$ cat src/rtl/wakey_wakey_pkg.sv
// Shared types and default widths for the wakey_wakey PDM microphone front end.
package wakey_wakey_pkg;

  localparam int DEF_DIV_W    = 8;
  localparam int DEF_SETTLE_W = 16;
  localparam int DEF_HANG_W   = 20;

  // Encodings are visible on state_o, so they are pinned explicitly.
  typedef enum logic [1:0] {
    OFF    = 2'd0,
    SETTLE = 2'd1,
    RUN    = 2'd2,
    HANG   = 2'd3
  } mic_state_t;

  // Sampled PDM bits are only forwarded downstream in these states.
  function automatic logic is_streaming(input mic_state_t s);
    return (s == RUN) || (s == HANG);
  endfunction

endpackage

$ cat src/rtl/pdm_clk_div.sv
// Half-period divider for the PDM mic clock: a counter plus a toggle flop.
// fall_o is high in the cycle whose closing edge drives pdm_clk_o from 1 to 0.
module pdm_clk_div
  import wakey_wakey_pkg::*;
#(
  parameter int DIV_W = DEF_DIV_W
) (
  input  logic             clk_i,
  input  logic             rst_i,
  input  logic             en_i,
  input  logic             clr_i,
  input  logic [DIV_W-1:0] div_i,
  output logic             pdm_clk_o,
  output logic             fall_o
);

  logic [DIV_W-1:0] cnt_q, cnt_d;
  logic [DIV_W-1:0] last_c;
  logic             clk_q, clk_d;
  logic             term_c;

  // Next count/phase; a divide of 0 behaves as 1. The >= compare keeps the
  // counter from running past a terminal that shrank while the divider ran.
  always_comb begin
    last_c = (div_i == '0) ? '0 : div_i - 1'b1;
    term_c = (cnt_q >= last_c);
    cnt_d  = cnt_q + 1'b1;
    clk_d  = clk_q;
    if (clr_i || !en_i) begin
      cnt_d = '0;
      clk_d = 1'b0;
    end else if (term_c) begin
      cnt_d = '0;
      clk_d = ~clk_q;
    end
  end

  assign fall_o    = en_i & ~clr_i & term_c & clk_q;
  assign pdm_clk_o = clk_q;

  // Counter and clock phase registers.
  always_ff @(posedge clk_i) begin
    if (rst_i) begin
      cnt_q <= '0;
      clk_q <= 1'b0;
    end else begin
      cnt_q <= cnt_d;
      clk_q <= clk_d;
    end
  end

endmodule

$ cat src/rtl/pdm_mic_ctrl.sv
// PDM microphone sequencer: wakes the mic clock on voice activity, drops the
// startup-settling bits, streams sampled bits and holds the clock for a hang
// time after activity stops.
// Build option PDM_CLK_GATE_EN: when defined the mic clock only runs outside
// OFF and every start goes through SETTLE; when undefined the divider runs
// whenever the block is enabled and OFF goes straight to RUN.
module pdm_mic_ctrl
  import wakey_wakey_pkg::*;
#(
  parameter int DIV_W    = DEF_DIV_W,
  parameter int SETTLE_W = DEF_SETTLE_W,
  parameter int HANG_W   = DEF_HANG_W
) (
  input  logic                clk_i,
  input  logic                rst_i,
  input  logic                cfg_en_i,
  input  logic [DIV_W-1:0]    cfg_div_i,
  input  logic [SETTLE_W-1:0] cfg_settle_i,
  input  logic [HANG_W-1:0]   cfg_hang_i,
  input  logic                vad_i,
  input  logic                pdm_data_i,
  output logic                pdm_clk_o,
  output logic                pdm_data_o,
  output logic                pdm_valid_o,
  output logic [1:0]          state_o
);

`ifdef PDM_CLK_GATE_EN
  localparam bit GATE_EN = 1'b1;
`else
  localparam bit GATE_EN = 1'b0;
`endif

  logic [1:0]          vad_sync_q;
  logic                vad_s;
  mic_state_t          state_q;
  logic [DIV_W-1:0]    div_q;
  logic [SETTLE_W-1:0] settle_q, settle_cnt_q;
  logic [HANG_W-1:0]   hang_q, hang_cnt_q;
  logic                data_q, valid_q;
  logic                leave_c;
  logic                div_clr;
  logic                fall;
  logic [DIV_W-1:0]    div_sel;

  assign vad_s = vad_sync_q[1];

  // Two-flop synchroniser for the asynchronous pad VAD.
  always_ff @(posedge clk_i) begin
    if (rst_i) vad_sync_q <= '0;
    else       vad_sync_q <= {vad_sync_q[0], vad_i};
  end

  // Streaming states about to fall back to OFF this cycle; the gated clock
  // is dropped on the same edge the state changes.
  always_comb begin
    leave_c = 1'b0;
    case (state_q)
      RUN:     leave_c = !vad_s && (hang_q == '0);
      HANG:    leave_c = !vad_s && (hang_cnt_q <= HANG_W'(1));
      default: leave_c = 1'b0;
    endcase
  end

  // Live divide in OFF (only matters when the clock free-runs), latched otherwise.
  assign div_sel = (state_q == OFF) ? cfg_div_i : div_q;
  assign div_clr = GATE_EN && ((state_q == OFF) || leave_c);

  pdm_clk_div #(.DIV_W(DIV_W)) u_div (
    .clk_i    (clk_i),
    .rst_i    (rst_i),
    .en_i     (cfg_en_i),
    .clr_i    (div_clr),
    .div_i    (div_sel),
    .pdm_clk_o(pdm_clk_o),
    .fall_o   (fall)
  );

  // Power sequencing FSM with config shadow registers and settle/hang counters.
  always_ff @(posedge clk_i) begin
    if (rst_i) begin
      state_q      <= OFF;
      div_q        <= '0;
      settle_q     <= '0;
      hang_q       <= '0;
      settle_cnt_q <= '0;
      hang_cnt_q   <= '0;
    end else if (!cfg_en_i) begin
      state_q      <= OFF;
      settle_cnt_q <= '0;
      hang_cnt_q   <= '0;
    end else begin
      case (state_q)
        OFF: begin
          settle_cnt_q <= '0;
          hang_cnt_q   <= '0;
          if (vad_s) begin
            div_q    <= cfg_div_i;
            settle_q <= cfg_settle_i;
            hang_q   <= cfg_hang_i;
            state_q  <= GATE_EN ? SETTLE : RUN;
          end
        end
        SETTLE: begin
          if (settle_q == '0) begin
            state_q <= RUN;
          end else if (fall) begin
            if (settle_cnt_q == settle_q - 1'b1) begin
              settle_cnt_q <= '0;
              state_q      <= RUN;
            end else begin
              settle_cnt_q <= settle_cnt_q + 1'b1;
            end
          end
        end
        RUN: begin
          if (!vad_s) begin
            if (hang_q == '0) begin
              state_q <= OFF;
            end else begin
              state_q    <= HANG;
              hang_cnt_q <= hang_q;
            end
          end
        end
        HANG: begin
          if (vad_s) begin
            state_q    <= RUN;
            hang_cnt_q <= '0;
          end else if (leave_c) begin
            state_q    <= OFF;
            hang_cnt_q <= '0;
          end else begin
            hang_cnt_q <= hang_cnt_q - 1'b1;
          end
        end
        default: state_q <= OFF;
      endcase
    end
  end

  // Sample the mic on each clock fall; strobe valid only while streaming.
  always_ff @(posedge clk_i) begin
    if (rst_i) begin
      data_q  <= 1'b0;
      valid_q <= 1'b0;
    end else begin
      valid_q <= fall && is_streaming(state_q);
      if (fall) data_q <= pdm_data_i;
    end
  end

  assign pdm_data_o  = data_q;
  assign pdm_valid_o = valid_q;
  assign state_o     = state_q;

endmodule
$ cat config.mk
export PLATFORM = sky130hd
export DESIGN_NAME = pdm_mic_ctrl
export DESIGN_NICKNAME = d
export VERILOG_FILES = /design/src/rtl/wakey_wakey_pkg.sv /design/src/rtl/pdm_clk_div.sv /design/src/rtl/pdm_mic_ctrl.sv
export SDC_FILE = /design/constraint.sdc
export NUM_CORES = 1
export LEC_CHECK = 0
export CAP_MARGIN = 10
export CELL_PAD_IN_SITES_DETAIL_PLACEMENT = 1
export CELL_PAD_IN_SITES_GLOBAL_PLACEMENT = 2
export CORE_UTILIZATION = 25
export DETAILED_ROUTE_END_ITERATION = 8
export GPL_TIMING_DRIVEN = 0
export PLACE_DENSITY_LB_ADDON = 0.1
export SYNTH_ARGS = -nofsm -noshare
export SYNTH_HDL_FRONTEND = slang
export SYNTH_SLANG_ARGS = --single-unit
$ cat constraint.sdc
create_clock -name clk_i -period 4.4 [get_ports clk_i]
set_input_delay 1.32 -clock clk_i [delete_from_list [all_inputs] [get_ports clk_i]]
set_output_delay 1.32 -clock clk_i [all_outputs]
set_load 0.01 [all_outputs]
Word level (Yosys, flattened, before mapping)
Cells that the tools add are included.

cells by class
  equal/unequal tests = 12
  mux-type cells = 21
  $mul = 0
  div/mod/pow operators = 0
  order comparisons = 2
  bitwise gates (word level) = 4
  shifts and indexed selects = 0
  reductions and logical operators = 17
  add/subtract/negate cells = 5

operator list
  cell                                                  count
  two-way mux 20 bit                                    4
  case mux 20 bit (3 select lines)                      1
  two-way mux 16 bit                                    3
  case mux 16 bit (2 select lines)                      1
  <= comparator 20 x 1 -> 1 bit, second input constant  1
  zero test 20 bit                                      1
  subtractor 20 x 1 -> 20 bit, second input constant    1
  adder 16 x 1 -> 16 bit, second input constant         1
  == test 16 bit                                        1
  zero test 16 bit                                      1
  two-way mux 2 bit                                     8
  two-way mux 8 bit                                     2
  subtractor 16 x 1 -> 16 bit, second input constant    1
  inequality test 2 bit, second input constant          5
  inequality test 3 bit, second input constant          3
  AND reduction 3 bit                                   3
  adder 8 x 1 -> 8 bit, second input constant           1
  greater-or-equal comparator 8 bit                     1
  zero test 8 bit                                       1
  case mux 2 bit (4 select lines)                       1
  subtractor 8 x 1 -> 8 bit, second input constant      1
  AND reduction 5 bit                                   1
  == test 2 bit, second input constant                  2
  logical AND 1 bit                                     3
  11 further kinds                                      13

storage, ports and cells
  register bits = 95
  bits in writable memories = 0
  output and inout bits = 5
  memory bits (read-only) = 0
  memories kept = 0
  input bits = 49
  bits in latches = 0

Logic depth before layout (Yosys ltp)
Gate-level depths: netlist (run 1).

  depth after elaboration = 10
  depth in mapped cells = 19

By module
A second synthesis (run 1) with hierarchy kept.

second synthesis, totals
  cells, all modules = 679
  area total of the unflattened synthesis = 5474.0 µm²

modules (own cells, without submodules)
  module        area each (µm²)  cells an instance  times used
  pdm_mic_ctrl  4693.3           591                1
  pdm_clk_div   780.7            88                 1

Worst setup path after synthesis (run 1)
No wires, ideal clock.

  path type = input port to flip-flop
  start point = input port cfg_div_i[0]
  end point = register settle_cnt_q[4]
  data arrival time = 4.146 ns
  required time = 4.268 ns
  library setup time = 0.132 ns
  stages = 15
  path buffers = 1
  slack = 0.121 ns
  cells stage by stage = nor4_1 o21ai_1 nor3_1 nand2_1 and3_1 ha_1 nand2b_1 a211o_1 a21oi_1 o31ai_1 a21oi_2 buf_2 nor3_1 o21ai_0 a21oi_1

on the way
  word-level cells in the longest chain between the ends = 8
  elaborated cells between the ends (all ways) = 9

ends and longest elaborated chain
  what                                                          line                 RTL
  start: declaration                                            pdm_mic_ctrl.sv:17   input logic [DIV_W-1:0] cfg_div_i,
  two-way mux 8 bit (*)                                         pdm_mic_ctrl.sv:66   assign div_sel = (state_q == OFF) ? cfg_div_i : div_q;
  subtractor 8 x 1 -> 8 bit or zero test 8 bit (tied branches)  pdm_clk_div.sv:25    last_c = (div_i == '0) ? '0 : div_i - 1'b1;
  two-way mux 8 bit (*)                                         pdm_clk_div.sv:25
  greater-or-equal comparator 8 bit (*)                         pdm_clk_div.sv:26    term_c = (cnt_q >= last_c);
  AND 1 bit (*) (2 in a row)                                    pdm_clk_div.sv:38    assign fall_o = en_i & ~clr_i & term_c & clk_q;
  inequality test 2 bit (no source line) (*)                    --
  AND reduction 3 bit (no source line) (*)                      --
  end signal: assignment                                        pdm_mic_ctrl.sv:112  settle_cnt_q <= settle_cnt_q + 1'b1;
  end: declaration                                              pdm_mic_ctrl.sv:38   logic [SETTLE_W-1:0] settle_q, settle_cnt_q;

Mark *: on every way between the ends. The rest lies on a longest branch, timed or not.
A chain may end at the register's enable or synchronous reset.

Worst setup path after layout (run 1)
  start point = input port cfg_div_i[2]
  end point = register settle_cnt_q[0]

Same word-level chain as after synthesis.

==> summary.md, run 1 <==
| Metric | Value |
|---|---|
| WL final | 18100 um |
| Vias per cell | 4.91 |
| Mapped cell area | about 5200 um^2 |
| Drt wl/cell | approximately 17 um |
| Chip height | 147 um |
| Final std cells w/o fill | 1045 |
| Tmin final | 4.27 ns |
| Ys async rst share | 0% |
| Yosys reg bits | 95 |
| Initial DRC count | between 150 and 200 |
| DRC violations left | 0 |
| I/O Pins | 54 |
| Clock Tree Root | clkbuf_16 |
| Critical Path End Type | flop |
| Hold crit path type | flop to flop |
| Fmax | 0.234 GHz |
| Unrepaired setup endpoints after global routing | true |
| Via count | between 5000 and 6000 |
| Largest area contributor in the netlist | dfxtp_1 |
| Data required, critical path | 4.63 ns |
| Leakage | 2.35 nW |
| Clock sink count | 95 |
| Clock Latency Late Sink | 0.36 ns |
| Syn_area_per_cell | between 7 and 8 um^2 |
| Status | complete, no violations |
| Synth Net Count | roughly 760 |
| Synth warnings | 0 |
| Worst Path Class, Setup | primary input to flop |
| Cell area after layout | ~6600 um^2 |
| Maximum Capacitance Violations | 0 |
| Final hold vios | 0 |
| Main synth FF type | dfxtp_1 |
| Die width | 147 um |
| Final Max Tran Viols | 0 |
| NetSw | 0.503 mW |
| Critical Path, Cell by Cell | clkdlybuf4s50_1 -> mux2i_2 -> o21ai_4 -> nor3_4 -> nand2_2 -> and3_4 -> ha_1 -> nand2b_1 -> a211o_1 -> a21oi_4 -> o31ai_4 -> a21oi_4 -> buf_6 -> buf_4 -> nor2_1 -> a21boi_1 -> nor2_1 |
| P&R area growth vs syn | 25.8% |
| EDFF count, synth | 0 |
| Buffers & Inverters on Critical Path | 3 |
| Worst Setup Start Kind | primary input |
| Clock skew | 0.00906 ns |
| HPWL Detailed | between 10000 and 15000 um |
| Grt total ovfl | 0 |
| Initial Utilization | 25.7% |
| Comb pwr share | 11.2% |
| Number of I/O port buffers | 53 |
| Register area share after synthesis | 36.4% |
| Clock share of power | 42.1% |
| Num rows | 52 |
| CTS tree | built |
| Crit path arrival time | about 4.5 ns |
| Vias in the first global route | 5411 |
| Cts hold-fix bufs | 0 |
| PwrDens | around 290 nW/um^2 |
| Post-synth top area share | a little over a third |
| Share of cells above drive strength 1 | 7.23% |
| Cells after DPL | roughly 1000 |
| Final period util | 97.0% |
| Initial antenna violation count | 0 |
| Longest Clk Path Bufs | 2 |
| Die Area | 21500 um^2 |
| Sequential power share | between 40% and 50% |
| Slew margin rel. | ~40% |
| Sw Ratio | 26.5% |
| Core Area | 20400 um^2 |
| Worst hold slack | around 0.46 ns |
| Post-synth cell types | 60 |
| Placed cell areas | 6100 um^2 |
| First-pass GRT wire length | 29100 um |
| Worst-path clk slew | about 0.070 ns |
| Peak VDD IR | 0.155 mV |
| Final setup TNS | 0 ns |
| Critical Path Fanout Max | 8 |
| Register-to-register setup slack | 0.33 ns |
| H-Tree Level Count | 3 |
| Slowest stage delay, CP | 0.43 ns |
| Synthesized instance count | between 600 and 700 |
| Kind of cell adding the most delay to the critical path | compound AO/OA/AOI/OAI gates |
| Main area contributors after synthesis | dfxtp_1, nand2_1, a21oi_1 |
| Actual slew at the worst max-slew pin | between 0.8 and 0.9 ns |
| Slowest CP cell | clkdlybuf4s50_1 |
| Placer Congestion | around 0.8 |
| Global Route Usage Sum | 17.3% |
| FILL cells | 2470 |
| Diode count | 0 |
| # setup viols final | 0 |
| Power Internal | ~1.4 mW |
| Post-DRT Antenna Nets | 0 |
| Pin count of the biggest net entering global routing | 17 |
| Fin nets | ~830 |
| Initial DRT Pass Iterations | 4 |
| Total clock buffers created by CTS | 9 |
-- state kept, by name, summed over array words and instances, names as in the netlist --
name,cells
div_q,8
hang_cnt_q,20
hang_q,20
pdm_data_o,1
pdm_valid_o,1
settle_cnt_q,16
settle_q,16
state_o,2
u_div.cnt_q,8
u_div.pdm_clk_o,1
vad_sync_q,2
-- cells by family (layout without fill, tap and decap cells) --
| kind of cell | Yosys count | count (layout) | synth area share (%) |
|---|---|---|---|
| AND/OR/NAND/NOR | 328 | 328 | 29.6 |
| AO/OA/AOI/OAI | 158 | 158 | 17.7 |
| adder cells (fa/ha/maj) | 14 | 14 | 3.35 |
| XOR/XNOR | 46 | 46 | 7.70 |
| flip-flops | 95 | 95 | 36.4 |
| multiplexers | 8 | 8 | 1.77 |
| buffers and inverters | 47 | 126 | 3.54 |
-- layout make-up --
class	instances	area [um^2]	area share, %
buffer	36	155	2.36
timing repair buffer	63	606	9.20
clock inverter	5	40.0	0.608
tap	270	338	5.13
multi-input combinational	554	3250	49.3
clock buffer	11	253	3.84
inverter	11	41.3	0.627
sequential	95	1900	28.9
-- Yosys cell counts (4+ instances only) --
master	instances
a31oi_1	5
a22oi_1	8
dfxtp_1	95
o31ai_1	4
xnor2_1	29
and3_1	8
or2_2	4
or4_1	8
nor3_1	18
ha_1	14
nor4_1	16
nor3b_1	7
mux2i_1	7
o21ai_0	42
clkbuf_1	30
xor2_1	17
and2_1	5
nand3_1	20
a32oi_1	4
nand2_1	148
nor2b_1	15
a21oi_1	70
nor2_1	57
or3_1	4
inv_1	11
-- per-stage QoR --
step,power (mW),setup WS (ns),util [%]
after detailed placement,1.10,-1.52,30.0
after CTS,1.92,0.0237,31.9
after global placement,1.10,-1.31,30.0
after floorplan,1.01,0.121,-
final,1.89,0.133,32.3
after global routing,1.99,-0.00263,32.3
-- metal layers --
| metal | share of wire, % | track usage (%) | vias to the layer above |
|---|---|---|---|
| li1 | - | - | 2571 |
| met1 | 46 | 21.2 | 2500 |
| met2 | 51 | 31.4 | 47 |
| met3 | 1.7 | 2.41 | 12 |
| met4 | 1.0 | 4.79 | 0 |
| met5 | 0 | 0 | - |
-- final timing paths --
path / start / end / cells after the start
setup reg to reg: state_o[1]$_SDFFE_PP0P_ / settle_cnt_q[0]$_SDFFE_PP0P_ / 17
hold reg to reg: vad_sync_q[0]$_SDFF_PP0_ / vad_sync_q[1]$_SDFF_PP0_ / 1
hold / removal: vad_sync_q[0]$_SDFF_PP0_ / vad_sync_q[1]$_SDFF_PP0_ / 1
setup / recovery: cfg_div_i[2] / settle_cnt_q[0]$_SDFFE_PP0P_ / 17
-- timing repair --
item,CTS,global route
hold endpoints to repair,0,0
setup endpoints to repair,29,16
pin swaps,4,4
buffers inserted,5,5
resized for setup,18,16
-- power groups by stage --
stage / Sequential, mW / Clock [mW] / Combinational [mW]
after floorplan: 0.898 / 0 / 0.113
after global placement: 0.903 / 0 / 0.196
after detailed placement: 0.904 / 0 / 0.201
after CTS: 0.883 / 0.831 / 0.209
after global routing: 0.885 / 0.872 / 0.234
final: 0.883 / 0.798 / 0.213
-- layout by cell type (no fill, tap or decap), types with 8 or more instances in the layout --
cell | synthesis | layout
a22oi_1 | 8 | 8
xor2_1 | 17 | 17
clkbuf_16 | 0 | 9
xnor2_1 | 29 | 29
nor2b_1 | 15 | 15
dfxtp_1 | 95 | 95
clkbuf_1 | 30 | 29
or4_1 | 8 | 8
nor2_1 | 57 | 54
buf_4 | 1 | 10
clkdlybuf4s50_1 | 0 | 50
o21ai_0 | 42 | 36
ha_1 | 14 | 14
a21oi_1 | 70 | 68
nor3_1 | 18 | 17
nand3_1 | 20 | 20
nor4_1 | 16 | 15
inv_1 | 11 | 11
nand2_1 | 148 | 147
Note: power is estimated with default switching activity, not from simulation.
==> inputs of run 2 (changes only) <==
--- a/config.mk
+++ b/config.mk
@@ -8,6 +8,7 @@
 export CAP_MARGIN = 10
 export CELL_PAD_IN_SITES_DETAIL_PLACEMENT = 1
 export CELL_PAD_IN_SITES_GLOBAL_PLACEMENT = 2
+export CORE_MARGIN = 1.5
 export CORE_UTILIZATION = 25
 export DETAILED_ROUTE_END_ITERATION = 8
 export GPL_TIMING_DRIVEN = 0
==> summary.md, run 2 (synthesis results as in run 1) <==
| Metric | Value |
|---|---|
| Routed wl met2 | 9140 um |
| Largest regs | hang_cnt_q: 20 flops, hang_q: 20 flops |
| P&R area growth vs syn | 25.9% |
| H-Tree Level Count | 3 |
| Status | complete, no violations |
| Worst Setup Start Kind | primary input |
| Clock share of power | between 40% and 50% |
| Peak VDD IR | 0.155 mV |
| Worst-path clk slew | about 0.080 ns |
| FILL cells | 2449 |
| Power Internal | 1.42 mW |
| Slowest stage delay, CP | 0.43 ns |
| Comb pwr share | a little over a tenth |
| Placer Congestion | 0.781 |
| Longest Clk Path Bufs | 2 |
| Slowest CP cell | clkdlybuf4s50_1 |
| Clock Tree Root | clkbuf_16 |
| Num rows | 52 |
| Initial DRT Pass Iterations | 4 |
| Hold Startpoint | vad_sync_q[0]$_SDFF_PP0_ |
| Pin count of the biggest net entering global routing | 17 |
| Worst hold slack | around 0.45 ns |
| Drt wl/cell | 17.2 um |
| Cts hold-fix bufs | 0 |
| Initial antenna violation count | 0 |
| Data required, critical path | about 4.6 ns |
| Most frequent cells in the layout | nand2_1, dfxtp_1, a21oi_1 |
| PnR worst setup slack | approximately 0.21 ns |
| Critical Path End Type | flop |
| HPWL Detailed | 13800 um |
| Final setup TNS | 0 ns |
| Final period util | 95.1% |
| Crit path arrival time | 4.43 ns |
| Vias in the first global route | 5436 |
| Maximum Capacitance Violations | 0 |
| Sequential power share | 45.9% |
| Slew margin rel. | around two fifths |
| Grt total ovfl | 0 |
| Fin nets | 828 |
| Post-DRT Antenna Nets | 0 |
| Chip height | 148 um |
| CTS tree | built |
| Via count | 5174 |
| Tmin final | 4.19 ns |
| Metal3 WL | ~500 um |
| Diode count | 0 |
| Clock sink count | 95 |
| Number of I/O port buffers | 53 |
| Most common cell after layout, fill and taps aside | nand2_1 |
| PwrDens | 292 nW/um^2 |
| Cells after DPL | 1019 |
| Final std cells w/o fill | roughly 1000 |
| WL final | 17900 um |
| Unrepaired setup endpoints after global routing | false |
| Initial Utilization | 25.7% |
| Final Max Tran Viols | 0 |
| Worst r2r src | state_o[1]$_SDFFE_PP0P_ |
| Sw Ratio | a little over a quarter |
| Initial DRC count | 180 |
| First-pass GRT wire length | 29200 um |
| Vias per cell | 4.98 |
| Share of cells above drive strength 1 | 6.75% |
| Hold crit path type | flop to flop |
| Worst Path Class, Setup | primary input to flop |
| Critical Path, Cell by Cell | clkdlybuf4s50_1 -> mux2i_2 -> o21ai_4 -> nor2_4 -> nand2_1 -> mux4_2 -> inv_1 -> ha_1 -> nand4_1 -> o31ai_4 -> a21oi_4 -> buf_4 -> nor4bb_2 -> xnor2_1 -> nor2_1 |
| Total clock buffers created by CTS | 9 |
| Fmax | 0.239 GHz |
| I/O Pins | 54 |
| Critical Path Fanout Max | 7 |
| Setup WS pre-CTS | -1.31 ns |
| Global Route Usage Sum | 17.1% |
| Clock Latency Late Sink | around 0.36 ns |
| Clock skew | around 0.016 ns |
| Core Area | approximately 20000 um^2 |
| Buffers & Inverters on Critical Path | 3 |
| Crit path launch | cfg_div_i[2] |
| Met1 wire length | 7920 um |
| DRC violations left | 0 |
| Leakage | between 2 and 2.5 nW |
| Die width | 148 um |
| # setup viols final | 0 |
| Kind of cell adding the most delay to the critical path | simple AND/OR/NAND/NOR gates |
| Top layer used by detailed routing | met4 |
| Actual slew at the worst max-slew pin | 0.914 ns |
| NetSw | 0.508 mW |
| Die Area | 21800 um^2 |
| Final hold vios | 0 |
run 2: area by class of cell:
type / instances / area (um^2) / area share [%]
inverter: 11 / 41.3 / 0.627
clock buffer: 10 / 229 / 3.48
clock inverter: 6 / 68.8 / 1.05
tap: 270 / 338 / 5.13
sequential: 95 / 1900 / 28.9
timing repair buffer: 58 / 574 / 8.72
multi-input combinational: 554 / 3280 / 49.8
buffer: 36 / 155 / 2.36
run 2: metrics by stage:
step                utilization, %  instance area (um^2)  power (mW)
floorplan                        -                  5230        1.01
global placement              30.0                  6100        1.10
detailed placement            30.0                  6100        1.10
CTS                           32.1                  6530        1.95
global route                  32.3                  6590        2.01
finish                        32.3                  6590        1.92
run 2: per-layer routing:
| metal | track usage (%) | up-vias |
|---|---|---|
| met5 | 0 | - |
| met4 | 5.60 | 0 |
| met3 | 2.31 | 25 |
| met2 | 30.9 | 77 |
| met1 | 20.8 | 2509 |
| li1 | - | 2563 |
run 2: what timing repair did:
action                                  CTS  global route
endpoints found under the setup margin   27            23
resized for setup                        22            13
setup buffers                             4             1
pin swaps                                 5             6
run 2: worst paths after layout:
| check | end | slack (ns) | cells past startpoint |
|---|---|---|---|
| max | settle_cnt_q[12]$_SDFFE_PP0P_ | 0.21 | 15 |
| min | vad_sync_q[1]$_SDFF_PP0_ | 0.45 | 1 |
| max reg2reg | settle_cnt_q[7]$_SDFFE_PP0P_ | 0.35 | 17 |
| min reg2reg | vad_sync_q[1]$_SDFF_PP0_ | 0.45 | 1 |
run 2: power by group through the flow:
stage,sequential [mW],combinational [mW],clock (mW)
2_1_floorplan,0.898,0.113,0
3_3_place_gp,0.903,0.195,0
3_5_place_dp,0.904,0.200,0
4_1_cts,0.883,0.210,0.862
5_1_grt,0.885,0.234,0.894
6_report,0.883,0.211,0.830
==> inputs of run 3 (changes only) <==
--- a/config.mk
+++ b/config.mk
@@ -11,8 +11,9 @@
 export CORE_MARGIN = 1.5
 export CORE_UTILIZATION = 25
 export DETAILED_ROUTE_END_ITERATION = 8
-export GPL_TIMING_DRIVEN = 0
+export GPL_TIMING_DRIVEN = 1
 export PLACE_DENSITY_LB_ADDON = 0.1
+export SLEW_MARGIN = 20
 export SYNTH_ARGS = -nofsm -noshare
 export SYNTH_HDL_FRONTEND = slang
 export SYNTH_SLANG_ARGS = --single-unit
==> constraint.sdc (replaced) <==
create_clock -name clk_i -period 5.3 [get_ports clk_i]
set_input_delay 1.59 -clock clk_i [delete_from_list [all_inputs] [get_ports clk_i]]
set_output_delay 1.59 -clock clk_i [all_outputs]
set_load 0.01 [all_outputs]
==> summary.md, run 3 (synthesis results as in run 1) <==
| Metric | Value |
|---|---|
| Worst-path clk slew | 0.07 ns |
| HPWL Detailed | between 10000 and 15000 um |
| Met1 wire length | 7400 um |
| Clock Latency Late Sink | 0.36 ns |
| Fmax | 0.205 GHz |
| Clock Tree Root | clkbuf_16 |
| Initial Utilization | 25.7% |
| PwrDens | 245 nW/um^2 |
| Post-DRT Antenna Nets | 0 |
| Total power | 1.56 mW |
| Via count | 5053 |
| Initial DRT Pass Iterations | 4 |
| Worst hold slack | 0.456 ns |
| Initial DRC count | 238 |
| Worst Path Class, Setup | primary input to flop |
| Unrepaired setup endpoints after global routing | false |
| Final hold vios | 0 |
| Total clock buffers created by CTS | 9 |
| Die Area | roughly 22000 um^2 |
| CTS tree | built |
| Clock sink count | 95 |
| Final std cells w/o fill | 1013 |
| Clock share of power | between 40 and 50% |
| Num rows | 52 |
| Die width | 148 um |
| Cells after DPL | roughly 1000 |
| Crit path arrival time | around 5 ns |
| P&R area growth vs syn | 21.7% |
| First-pass GRT wire length | 27900 um |
| Leakage | 2.27 nW |
| Most frequent cells in the layout | nand2_1, dfxtp_1, a21oi_1 |
| Clock skew | 0.00885 ns |
| Final Max Tran Viols | 0 |
| Register area | 1900 um^2 |
| Vias in the first global route | 5306 |
| Actual slew at the worst max-slew pin | ~0.9 ns |
| Chip height | about 150 um |
| Post-CTS Resized | 0 |
| H-Tree Level Count | 3 |
| Slowest stage delay, CP | 0.51 ns |
| Number of setup buffers added after CTS | 0 |
| Routed wl met2 | 9020 um |
| Largest regs | hang_cnt_q: 20 flops, hang_q: 20 flops |
| Tmin final | 4.89 ns |
| Data required, critical path | 5.55 ns |
| Slowest CP cell | o31ai_1 |
| Metal3 WL | 368 um |
| FILL cells | 2444 |
| Diode count | 0 |
| Peak VDD IR | about 0.13 mV |
| Number of I/O port buffers | 53 |
| Worst Setup Start Kind | primary input |
| Cts hold-fix bufs | 0 |
| Grt total ovfl | 0 |
| Pin count of the biggest net entering global routing | roughly 50 |
| I/O Pins | 54 |
| Setup WS pre-CTS | 0.0449 ns |
| NetSw | between 0.4 and 0.5 mW |
| Drt wl/cell | 16.8 um |
| Final period util | between 90% and 100% |
| Sw Ratio | about a quarter |
| Initial antenna violation count | 0 |
| Most common cell after layout, fill and taps aside | nand2_1 |
| DRC violations left | 0 |
| Core Area | approximately 20000 um^2 |
| PnR worst setup slack | 0.414 ns |
| Critical Path End Type | flop |
| Longest Clk Path Bufs | 2 |
| Vias per cell | ~5.0 |
| Sequential power share | 47.1% |
| Fin nets | 801 |
| Maximum Capacitance Violations | 0 |
| Critical Path Fanout Max | 28 |
| Slew margin rel. | around two fifths |
| Final setup TNS | 0 ns |
| Status | complete, no violations |
| Hold crit path type | flop to flop |
| Global Route Usage Sum | approximately 16% |
| # setup viols final | 0 |
| Top layer used by detailed routing | met4 |
| Critical Path, Cell by Cell | clkdlybuf4s50_1 -> nor4_1 -> o21ai_1 -> nor3_1 -> nand2_1 -> and3_1 -> ha_1 -> nand2b_1 -> a211o_1 -> a21oi_1 -> o31ai_1 -> a21oi_2 -> buf_12 -> nor4b_1 -> xnor2_1 -> nor2_1 |
| Power Internal | 1.14 mW |
| Share of cells above drive strength 1 | about 5.9% |
| WL final | 17000 um |
| Comb pwr share | 10.4% |
| Placer Congestion | 0.729 |
| Multi-input gate area | 3150 um^2 |
==> run 3: changes by cell type in the layout (fill, tap and decap cells not counted), moves of 2 or more <==
cell | before | now
a21oi_1 | 68 | 70
nor2_4 | 2 | 0
nor2_1 | 55 | 57
nor4_4 | 2 | 0
a21oi_4 | 2 | 0
buf_4 | 5 | 13
clkbuf_1 | 30 | 0
dlymetal6s2s_1 | 3 | 0
buf_6 | 2 | 0
nor4_1 | 13 | 16
o21ai_0 | 40 | 42
clkdlybuf4s50_1 | 49 | 52
clkbuf_2 | 2 | 0
==> run 3: metrics by stage <==
step,area [um^2],util [%]
CTS,6360,31.3
floorplan,5230,-
finish,6360,31.3
global placement,6070,29.8
detailed placement,6070,29.8
global route,6360,31.3
==> run 3: worst paths after layout <==
path | startpoint | to | slack, ns | depth (start not counted)
hold reg to reg | div_q[2]$_SDFFE_PP0P_ | div_q[2]$_SDFFE_PP0P_ | 0.46 | 2
setup / recovery | cfg_div_i[0] | settle_cnt_q[14]$_SDFFE_PP0P_ | 0.41 | 16
setup reg to reg | state_o[0]$_SDFFE_PP0P_ | settle_cnt_q[14]$_SDFFE_PP0P_ | 1.15 | 17
hold / removal | div_q[2]$_SDFFE_PP0P_ | div_q[2]$_SDFFE_PP0P_ | 0.46 | 2
==> run 3: cell type report <==
type	count	share of cell area (%)
clock buffer	10	3.75
multi-input combinational	554	49.5
sequential	95	29.9
inverter	11	0.649
timing repair buffer	67	10.1
tap	270	5.31
clock inverter	6	0.806
==> run 3: layer usage <==
metal | GRT usage, % | vias up
met4 | 4.55 | 0
met3 | 2.62 | 13
met5 | 0 | -
met2 | 31.0 | 60
li1 | - | 2510
met1 | 18.7 | 2470
==> run 3: power by group through the flow <==
stage | clock network, mW | logic (mW) | registers [mW]
2_1_floorplan | 0 | 0.0936 | 0.745
3_3_place_gp | 0 | 0.162 | 0.751
3_5_place_dp | 0 | 0.166 | 0.751
4_1_cts | 0.695 | 0.166 | 0.734
5_1_grt | 0.722 | 0.180 | 0.735
6_report | 0.661 | 0.162 | 0.734
==> run 3: critical path: cells and delay by family <==
family,cells,cell delay [ns]
simple gates,7,1.41
compound gates,5,1.07
buf+inv,2,0.63
fa+ha+maj,1,0.26
xor+xnor,1,0.16
